<file path="src/rtl/cfg_fifo_wr.sv">
// cfg_fifo_wr: copies a set of config words from memory into the config FIFO; define CFG_FIFO_WR_ABORT_EN to add the abort input
module cfg_fifo_wr #(
  parameter int DATA_W = 32,
  parameter int ADDR_W = 8
) (
  input  logic              clk,
  input  logic              reset,
  input  logic              load,
  input  logic [ADDR_W-1:0] base_addr,
  input  logic [ADDR_W-1:0] num_words,
  output logic              mem_rd,
  output logic [ADDR_W-1:0] mem_addr,
  input  logic [DATA_W-1:0] mem_data,
  input  logic              full,
  output logic              WR,
  output logic [DATA_W-1:0] din,
  output logic              busy,
  output logic              done,
  output logic              DC
`ifdef CFG_FIFO_WR_ABORT_EN
  ,
  input  logic              abort
`endif
);
  typedef enum logic [2:0] {IDLE, RD_MEM, LATCH, PUSH, DONE} state_t;
  state_t state_q, state_d;
  logic [ADDR_W-1:0] ptr_q, ptr_d, cnt_q, cnt_d;
  logic [DATA_W-1:0] data_q, data_d;
  logic mem_rd_q, mem_rd_d, done_q, done_d, dc_q, dc_d, busy_q, busy_d;
  logic abort_i, push;
`ifdef CFG_FIFO_WR_ABORT_EN
  assign abort_i = abort && (state_q != IDLE);
`else
  assign abort_i = 1'b0;
`endif
  // a word leaves only when the FIFO has room and no abort is cancelling the set
  assign push     = (state_q == PUSH) && !full && !abort_i;
  assign WR       = push;
  assign din      = data_q;
  assign mem_rd   = mem_rd_q;
  assign mem_addr = ptr_q;
  assign busy     = busy_q;
  assign done     = done_q;
  assign DC       = dc_q;
  // next state, datapath updates, and strobes pre-decoded from the next state so they come out of flops
  always_comb begin
    state_d = state_q;
    ptr_d   = ptr_q;
    cnt_d   = cnt_q;
    data_d  = data_q;
    case (state_q)
      IDLE: begin
        if (load && num_words != '0) begin
          ptr_d   = base_addr;
          cnt_d   = num_words;
          state_d = RD_MEM;
        end else if (load) begin
          state_d = DONE;
        end
      end
      RD_MEM: state_d = LATCH;
      LATCH: begin
        data_d  = mem_data;
        state_d = PUSH;
      end
      PUSH: begin
        if (push) begin
          ptr_d   = ptr_q + ADDR_W'(1);
          cnt_d   = cnt_q - ADDR_W'(1);
          state_d = (cnt_q == ADDR_W'(1)) ? DONE : RD_MEM;
        end
      end
      DONE: state_d = IDLE;
      default: state_d = IDLE;
    endcase
    if (abort_i) state_d = IDLE;
    dc_d     = (state_d == DONE) ? 1'b1 : (state_q == IDLE && load) ? 1'b0 : dc_q;
    mem_rd_d = state_d == RD_MEM;
    done_d   = state_d == DONE;
    busy_d   = state_d != IDLE;
  end
  // state and output registers, cleared asynchronously so a reset mid-set stops everything at once
  always_ff @(posedge clk or negedge reset) begin
    if (!reset) begin
      state_q  <= IDLE;
      ptr_q    <= '0;
      cnt_q    <= '0;
      data_q   <= '0;
      mem_rd_q <= 1'b0;
      done_q   <= 1'b0;
      dc_q     <= 1'b0;
      busy_q   <= 1'b0;
    end else begin
      state_q  <= state_d;
      ptr_q    <= ptr_d;
      cnt_q    <= cnt_d;
      data_q   <= data_d;
      mem_rd_q <= mem_rd_d;
      done_q   <= done_d;
      dc_q     <= dc_d;
      busy_q   <= busy_d;
    end
  end
endmodule

</file>
<file path="config.mk">
export PLATFORM = sky130hd
export DESIGN_NAME = cfg_fifo_wr
export DESIGN_NICKNAME = d
export VERILOG_FILES = /design/src/rtl/cfg_fifo_wr.sv
export SDC_FILE = /design/constraint.sdc
export NUM_CORES = 1
export LEC_CHECK = 0
export BUFFER_PORTS_ARGS = -buffer_cell sky130_fd_sc_hd__clkbuf_2
export CAP_MARGIN = 0
export CORE_AREA = 2 2 76 78
export CTS_CLUSTER_SIZE = 25
export DETAILED_ROUTE_END_ITERATION = 7
export DIE_AREA = 0 0 78 80
export PLACE_DENSITY_LB_ADDON = 0.08
export SLEW_MARGIN = 10
export SYNTH_ARGS = -nofsm -noshare
export SYNTH_HDL_FRONTEND = slang
export SYNTH_SLANG_ARGS = --single-unit
</file>
<file path="constraint.sdc">
create_clock -name clk -period 2.82 [get_ports clk]
set_clock_uncertainty 0.1 [all_clocks]
set_input_delay 0.564 -clock clk [delete_from_list [all_inputs] [get_ports clk]]
set_output_delay 0.564 -clock clk [all_outputs]
set_load 0.01 [all_outputs]
</file>
==> results of run 1 <==
cell families after synthesis:
family          after synthesis  synth area share
mux                          34             0.148
buf+inv                      14            0.0261
fa+ha+maj                     3            0.0145
flops                        55             0.532
simple gates                 53             0.114
compound gates               52             0.166
flip-flops by register name, summed over array words and instances (netlist names):
name,cells
DC,1
busy,1
cnt_q,8
din,32
done,1
mem_addr,8
mem_rd,1
state_q,3
through the flow:
step | area [sq um] | utilization | instances
5_1_grt | 3260 | 0.603 | 381
3_5_place_dp | 3160 | 0.584 | 374
2_1_floorplan | 2590 | - | 211
4_1_cts | 3260 | 0.603 | 381
3_3_place_gp | 3160 | 0.584 | 374
6_report | 3260 | 0.603 | 381
per-layer routing:
metal	GRT usage	up-vias	share of wire
met4	0.0421	0	0.0073
met2	0.306	85	0.47
li1	-	992	-
met1	0.251	988	0.45
met5	0	-	0
met3	0.0362	4	0.067
worst paths after layout:
check | start | cells past startpoint | end | slack [ns]
setup / recovery | state_q[2] | 4 | cnt_q[0] | 0.63
setup reg to reg | state_q[2] | 4 | cnt_q[0] | 0.63
max in group asynchronous | reset | 2 | cnt_q[6] | 1.66
hold / removal | reset | 1 | cnt_q[1] | 0.27
min in group clk | mem_data[29] | 2 | din[29] | 0.39
hold reg to reg | DC | 1 | DC | 0.41
cell usage in the layout, fill, tap and decap left out, types with 2 or more instances in the layout:
master,instances
nor2_1,9
ha_1,3
a2bb2oi_1,6
a221oi_1,4
a2bb2oi_2,3
nor4_1,2
nor3_1,2
nand3_1,10
o21ai_0,13
and3_1,3
a211oi_2,3
o22ai_1,4
buf_4,6
mux2_2,34
nand2_1,11
dfrtp_1,55
clkbuf_8,5
clkbuf_2,96
o21bai_1,2
inv_1,3
a21oi_1,4
a221oi_2,3
a21o_2,2
power by group:
group	switching (uW)	internal [uW]
clock	238	261
sequential	284	1170
combinational	925	888
total	1450	2320
area by class of cell:
type	count	area share
Tap cell	72	0.0276
Timing Repair Buffer	102	0.161
Clock buffer	6	0.0223
Clock inverter	1	0.00922
Inverter	3	0.00346
Multi-Input combinational cell	142	0.354
Sequential cell	55	0.422
worst max-delay path: stages (launching register included):
cell     delay (ns)
dfrtp_1        0.47
or4b_4         0.61
a21o_4         0.29
a21o_1         0.27
a221o_1        0.36
==> metrics, run 1 <==
status finished clean; # port buffers 96; Post-Route WL 5.62 mm; Async S/R FF share, synth 1.00; Yosys warning count 0; Vias/cell 5.43; startpoint types flip-flop; num rows 27; Post-synth top cells 55 x dfrtp_1, 34 x mux2_2, 13 x o21ai_0, 11 x nand2_1; Syn Area/Cell 12.3 sq um; Tot GR Track Use 0.184; Post-synth EDFFs 0; CP Data Required Time 2.91 ns; CP max FO 15; setup bufs post-CTS 0; post-synthesis sequential area ratio 0.532; setup slack after layout 0.629 ns; Final Hold Fails 0; cts hold-fix bufs 0; area grow syn2layout 25.9%; multi-input logic area 1150 sq um; flops & latches, synth 55; n_diodes 0; number of DRC markers in iteration 0 54; fill count 473; max-capacitance violation count 0; fmax 456 MHz; kind of critical path flip-flop to flip-flop; largest net degree at the start of global routing 35; TritonCTS clock tree built; Total Power 3770 uW; Vert. Die Dim 80 microns; final-stage net count 364; initial antenna violation count 0; die area 6240 sq um; dpl ws 0.509 ns; ys flop type dfrtp_1; post-route ant nets 0; # DRC 0; Setup TNS 0 ns; grt ovf 0; drt pass-1 iters 4; Storage cell area 1380 sq um; period utilisation layout 0.777; Syn Nets 266; H-tree levels 2; PwrDens 1160 nW/um^2; DR vias 2069; Distinct cells, synth 45; Initial Utilization 0.479; Clk Latency, worst-skew pair 0.30 ns; mapped cell area 2590 sq um; layout cells sized above 1 0.521; Max-slew headroom 0.415; worst-margin pin slew 0.878 ns; first-pass GRT wire length 9.10 mm; Yosys top cell by area dfrtp_1; min cycle time layout 2.19 ns; Max Buffers Root-to-Sink 2; Root Buffer clkbuf_8; core area 5410 sq um; CTS buffer count 5; number of global-route vias before repair 1952; share of the synthesized area in the top cell type 0.532; Fin Hold WS 0.268 ns; final setup violating endpoints 0; RSZ-0062 raised after global routing false; drt wl/cell 14.8 microns; Max Transition Viols Final 0; die width 78 microns; crit path DAT 2.28 ns; gp weighted congestion 0.856; post-DP HPWL 4.09 mm; Static Leak 0.00152 uW; # resized after CTS 0; dominant cell by count in the synthesized netlist dfrtp_1; synth top area cells dfrtp_1 53%, mux2_2 15%, o21ai_0 2.5%, a2bb2oi_1 2.0%, nand3_1 1.9%; Clock Pin Slew Worst Setup and Hold Paths 0.09 ns; # clock sinks 55; crit path capture type flip-flop; VDD IR max 0.498 mV; IO Pins 97; HP Class primary input to async pin; Mapped Cells 211
Note: power is estimated with default switching activity, not from simulation.
==> run 2, diff against run 1 <==
--- a/config.mk
+++ b/config.mk
@@ -5,12 +5,13 @@
 export SDC_FILE = /design/constraint.sdc
 export NUM_CORES = 1
 export LEC_CHECK = 0
+export ABC_AREA = 1
 export BUFFER_PORTS_ARGS = -buffer_cell sky130_fd_sc_hd__clkbuf_2
 export CAP_MARGIN = 0
-export CORE_AREA = 2 2 76 78
+export CORE_AREA = 2 2 81 83
 export CTS_CLUSTER_SIZE = 25
 export DETAILED_ROUTE_END_ITERATION = 7
-export DIE_AREA = 0 0 78 80
+export DIE_AREA = 0 0 83 85
 export PLACE_DENSITY_LB_ADDON = 0.08
 export SLEW_MARGIN = 10
 export SYNTH_ARGS = -nofsm -noshare
==> constraint.sdc (replaced) <==
create_clock -name clk -period 1.99 [get_ports clk]
set_clock_uncertainty 0.1 [all_clocks]
set_input_delay 0.398 -clock clk [delete_from_list [all_inputs] [get_ports clk]]
set_output_delay 0.398 -clock clk [all_outputs]
set_load 0.01 [all_outputs]
==> run 2 against run 1 <==
Compared with the run above: largest power group unchanged; utilization fell by 6.8 points; final cell count up 36%; sequential power grew 41%; sequential share of layout area shrank 0.75 points; largest cell class unchanged; combinational power grew 35%; die area up 13%; worst setup slack worse by 0.39 ns; clock power grew 54%; worst hold slack got worse by 0.097 ns; wire length up 7.9%; flip-flop and latch count is the same; critical endpoint is now WR; highest routed layer unchanged.
==> metrics, run 2 <==
status finished clean; # clock sinks 55; Clock Pin Slew Worst Setup and Hold Paths 0.11 ns; crit path capture type output pin; Vert. Die Dim 85 microns; Post-Route WL 6.07 mm; CP max FO 5; IO Pins 97; dominant cell by count in the synthesized netlist nand2_1; share of the synthesized area in the top cell type 0.525; Max-slew headroom 0.682; die width 83 microns; final setup violating endpoints 0; n_diodes 0; Yosys warning count 0; multi-input logic area 1090 sq um; most frequent cells in the layout 168 x nand2_1, 96 x clkbuf_2, 55 x dfrtp_1; Fin Hold WS 0.171 ns; num rows 29; most common cell after layout, fill and taps aside nand2_1; Setup TNS 0 ns; Final Hold Fails 0; CTS buffer count 5; first-pass GRT wire length 10.2 mm; die area 7060 sq um; post-route ant nets 0; Vias/cell 4.53; synth top area cells dfrtp_1 52%, nand2_1 24%, nand3_1 4.0%, inv_1 3.4%, nor2_1 3.1%; cts hold-fix bufs 1; Max Buffers Root-to-Sink 2; core area 6200 sq um; post-DP HPWL 4.33 mm; Syn Area/Cell 7.67 sq um; max-capacitance violation count 0; layout cells sized above 1 0.272; number of DRC markers in iteration 0 84; kind of critical path flip-flop to output pin; Clk Latency, worst-skew pair 0.31 ns; initial antenna violation count 0; largest net degree at the start of global routing 56; fmax 571 MHz; met3 GRT Util 0.0418; Static Leak 0.00191 uW; drt pass-1 iters 4; fill count 621; CP Data Required Time 1.49 ns; # resized after CTS 0; final-stage net count 495; Post-synth EDFFs 0; Initial Utilization 0.423; Max Transition Viols Final 0; TritonCTS clock tree built; RSZ-0062 raised after global routing false; Root Buffer clkbuf_8; Top Usage Layer GRT met2; Global Route met1 Usage 0.232; Async S/R FF share, synth 1.00; Post-synth top cells 168 x nand2_1, 55 x dfrtp_1, 24 x inv_1, 22 x nor2_1, 21 x nand3_1; PwrDens 1590 nW/um^2; H-tree levels 2; gp weighted congestion 0.802; Syn Nets 397; min cycle time layout 1.75 ns; # port buffers 96; Distinct cells, synth 24; setup bufs post-CTS 0; period utilisation layout 0.880; flops & latches, synth 55; DR vias 2347; Yosys top cell by area dfrtp_1; Storage cell area 1380 sq um; Total Power 5270 uW; Tot GR Track Use 0.177; post-synthesis sequential area ratio 0.525; ys flop type dfrtp_1; crit path DAT 1.25 ns; worst-margin pin slew 0.477 ns; number of global-route vias before repair 2212; max reg flops 32; # DRC 0; drt wl/cell 11.7 microns; mapped cell area 2620 sq um; area grow syn2layout 26.4%; startpoint types flip-flop; Mapped Cells 342; M2 GR Usage 0.298; VDD IR max 0.784 mV; HP Class primary input to flip-flop; grt ovf 0
run 2: report_power, final:
part | internal (uW) | switching, uW | total (uW) | leakage (uW)
combinational | 933 | 1520 | 2450 | 0.00118
sequential | 1650 | 401 | 2050 | 0.000680
clock | 381 | 385 | 766 | 0.0000558
run 2: per-layer routing:
metal | vias to the layer above | part of all wire
met5 | - | 0
met4 | 0 | 0.0089
met3 | 5 | 0.053
met2 | 60 | 0.49
met1 | 1039 | 0.45
li1 | 1243 | -
run 2: layout make-up:
| cell class | instances | share of cell area |
|---|---|---|
| Clock buffer | 6 | 0.0219 |
| Clock inverter | 2 | 0.0117 |
| Inverter | 26 | 0.0294 |
| Multi-Input combinational cell | 250 | 0.330 |
| Sequential cell | 55 | 0.415 |
| Tap cell | 77 | 0.0290 |
| Timing Repair Buffer | 102 | 0.163 |
run 2: cells by family (layout without fill, tap and decap cells):
kind of cell | Yosys count | count (layout) | share of synthesized area
AO/OA/AOI/OAI | 19 | 19 | 0.0382
XOR/XNOR | 3 | 3 | 0.0100
AND/OR/NAND/NOR | 225 | 225 | 0.352
flip-flops | 55 | 55 | 0.525
buffers and inverters | 37 | 136 | 0.0606
adder cells (fa/ha/maj) | 3 | 3 | 0.0143
run 2: worst paths after layout:
check / startpoint / to / cells after the start / slack (ns)
setup reg to reg: state_q[2] / mem_addr[2] / 8 / 0.39
max in group asynchronous: reset / cnt_q[6] / 3 / 1.01
hold / removal: mem_data[27] / din[27] / 3 / 0.17
hold reg to reg: din[29] / din[29] / 2 / 0.38
min in group asynchronous: reset / cnt_q[0] / 3 / 0.50
setup / recovery: state_q[2] / WR / 4 / 0.24
run 2: through the flow:
stage / worst slack [ns] / util / area (sq um) / std cells
2_1_floorplan: 0.604 / - / 2620 / 342
3_3_place_gp: 0.410 / 0.515 / 3200 / 509
3_5_place_dp: 0.365 / 0.515 / 3200 / 509
4_1_cts: 0.227 / 0.535 / 3320 / 518
5_1_grt: 0.140 / 0.535 / 3320 / 518
6_report: 0.238 / 0.535 / 3320 / 518
run 2: critical path, cell delays in order, from the launching register on:
cell      delay (ns)
dfrtp_1         0.43
inv_1           0.12
nand3_4         0.11
nor2_4          0.13
clkbuf_2        0.14
==> run 3, diff against run 2 <==
--- a/config.mk
+++ b/config.mk
@@ -8,10 +8,10 @@
 export ABC_AREA = 1
 export BUFFER_PORTS_ARGS = -buffer_cell sky130_fd_sc_hd__clkbuf_2
 export CAP_MARGIN = 0
-export CORE_AREA = 2 2 81 83
+export CORE_AREA = 2 2 77 79
 export CTS_CLUSTER_SIZE = 25
 export DETAILED_ROUTE_END_ITERATION = 7
-export DIE_AREA = 0 0 83 85
+export DIE_AREA = 0 0 79 81
 export PLACE_DENSITY_LB_ADDON = 0.08
 export SLEW_MARGIN = 10
 export SYNTH_ARGS = -nofsm -noshare
==> constraint.sdc (replaced) <==
create_clock -name clk -period 1.71 [get_ports clk]
set_clock_uncertainty 0.1 [all_clocks]
set_input_delay 0.342 -clock clk [delete_from_list [all_inputs] [get_ports clk]]
set_output_delay 0.342 -clock clk [all_outputs]
set_load 0.01 [all_outputs]
==> run 3 against run 2 <==
Compared with the run above: worst hold slack got worse by 0.051 ns; die area fell by 9.3%; clock power fell by 3.3%; register-to-register slack got worse by 0.31 ns; first-iteration DRC count fell by 12%; power rose by 15%; cell area rose by 0.41%; via count rose by 2.5%; critical endpoint unchanged; largest cell class unchanged.
==> metrics, run 3 (synthesis gave the netlist of run 2 again) <==
status finished clean; startpoint types flip-flop; gp weighted congestion 0.776; Tot GR Track Use 0.188; drt wl/cell 11.0 microns; Hold Path Origin mem_data[23]; Pint 3340 uW; Logic pwr share 0.484; FF-to-FF Start state_q[0]; slowest CP cell dfrtp_1; CP max FO 4; most common cell after layout, fill and taps aside nand2_1; layout cells sized above 1 0.291; Max Buffers Root-to-Sink 2; post-route insts no fill 519; number of DRC markers in iteration 0 74; max-capacitance violation count 0; reg-to-reg setup timing slack 0.08 ns; RSZ-0062 raised after global routing false; first-pass GRT wire length 9.58 mm; die width 79 microns; Initial Utilization 0.462; die area 6400 sq um; Worst path depth 4; Max Transition Viols Final 0; HP Class primary input to flip-flop; Top Family by Delay on Critical Path flip-flops; grt ovf 0; switch share 0.446; PwrDens 1810 nW/um^2; dpl ws 0.104 ns; H-tree levels 2; Sw Pwr 2690 uW; number of global-route vias before repair 2191; # DRC 0; Max-slew headroom 0.785; setup slack after layout 0.0657 ns; largest net degree at the start of global routing 56; max reg flops 32; num rows 28; n_diodes 0; worst-margin pin slew 0.321 ns; Clock Pin Slew Worst Setup and Hold Paths 0.11 ns; Final Hold Fails 0; initial antenna violation count 0; Post-Route WL 5.72 mm; R2R Path End mem_addr[6]; CTS buffer count 5; clock network power share 0.123; final-stage net count 498; drt pass-1 iters 4; CP Data Required Time 1.27 ns; Vert. Die Dim 81 microns; area grow syn2layout 26.9%; min cycle time layout 1.64 ns; crit path buf inv count 2; Max stage delay on crit path 0.43 ns; placed insts 509; critical-path cell list inv_2 > nand3_4 > nor2_4 > clkbuf_2; post-route ant nets 0; Critical Path Sink WR; fill count 562; Static Leak 0.00190 uW; post-DP HPWL 4.21 mm; final setup violating endpoints 0; Clk Latency, worst-skew pair 0.31 ns; # clock sinks 55; Vias/cell 4.63; crit path launch state_q[2]; TritonCTS clock tree built; kind of critical path flip-flop to output pin; IO Pins 97; most frequent cells in the layout 167 x nand2_1, 96 x clkbuf_2, 55 x dfrtp_1; crit path capture type output pin; core area 5680 sq um; fmax 608 MHz; FF-to-FF path depth 5; Fin Hold WS 0.120 ns; final core utilization 0.587; Root Buffer clkbuf_8; VDD IR max 0.815 mV; # port buffers 96; period utilisation layout 0.962; crit path DAT 1.20 ns; Setup TNS 0 ns; DR vias 2405; Reg power frac 0.393
## run 3: cell count changes in the layout (fill, tap and decap cells not counted), sizes merged
cell      delta
clkinv       +1
bufinv       -1
clkinvlp     +4
clkbuf       -1
inv          -2
buf          +2
## run 3: per-stage QoR
step	area [sq um]	total power (uW)
6_report	3330	6030
5_1_grt	3330	6680
4_1_cts	3310	6080
3_5_place_dp	3210	5320
3_3_place_gp	3210	5250
2_1_floorplan	2620	4270
## run 3: final cells by class
class / count / area, sq um / share of cell area
flip-flops and latches: 55 / 1380 / 0.413
multi-input cells: 250 / 1100 / 0.330
repair buffers: 104 / 556 / 0.167
inverters: 26 / 105 / 0.0316
well taps: 75 / 93.8 / 0.0282
clock buffers: 5 / 68.8 / 0.0207
clock inverters: 3 / 23.8 / 0.00714
repair inverters: 1 / 7.51 / 0.00225
## run 3: per-layer routing
layer,part of all wire,GRT usage,up-vias
li1,-,-,1247
met5,0,0,-
met1,0.46,0.241,1086
met3,0.061,0.0456,5
met2,0.47,0.320,67
met4,0.012,0.0534,0
## run 3: how the worst min path moves through the flow
| stage | cells after the start | slack [ns] | endpoint |
|---|---|---|---|
| floorplan | 0 | -0.05 | DC |
| global placement | 2 | 0.27 | cnt_q[2] |
| detailed placement | 2 | 0.27 | cnt_q[2] |
| CTS | 3 | 0.11 | din[7] |
| global route | 3 | 0.11 | din[7] |
| finish | 3 | 0.12 | din[23] |
## run 3: timing repair
item	in CTS	in global routing
gates resized for setup	0	6
buffers inserted	0	0
hold buffers	1	0
setup endpoints to repair	0	14
endpoints found under the hold margin	55	0
## run 3: power by group through the flow
stage | Sequential [uW] | Combinational [uW] | Clock, uW
after floorplan | 2550 | 1720 | 0
after global placement | 2390 | 2870 | 0
after detailed placement | 2390 | 2930 | 0
after CTS | 2370 | 2940 | 770
after global routing | 2450 | 3400 | 824
final | 2370 | 2920 | 741
## run 3: worst reg2reg max path, cell delays in order (launching register included)
cell        delay, ns
dfrtp_1          0.46
nand3_4          0.16
clkinvlp_4       0.28
or2_2            0.38
nand3_1          0.09
nand2_1          0.05
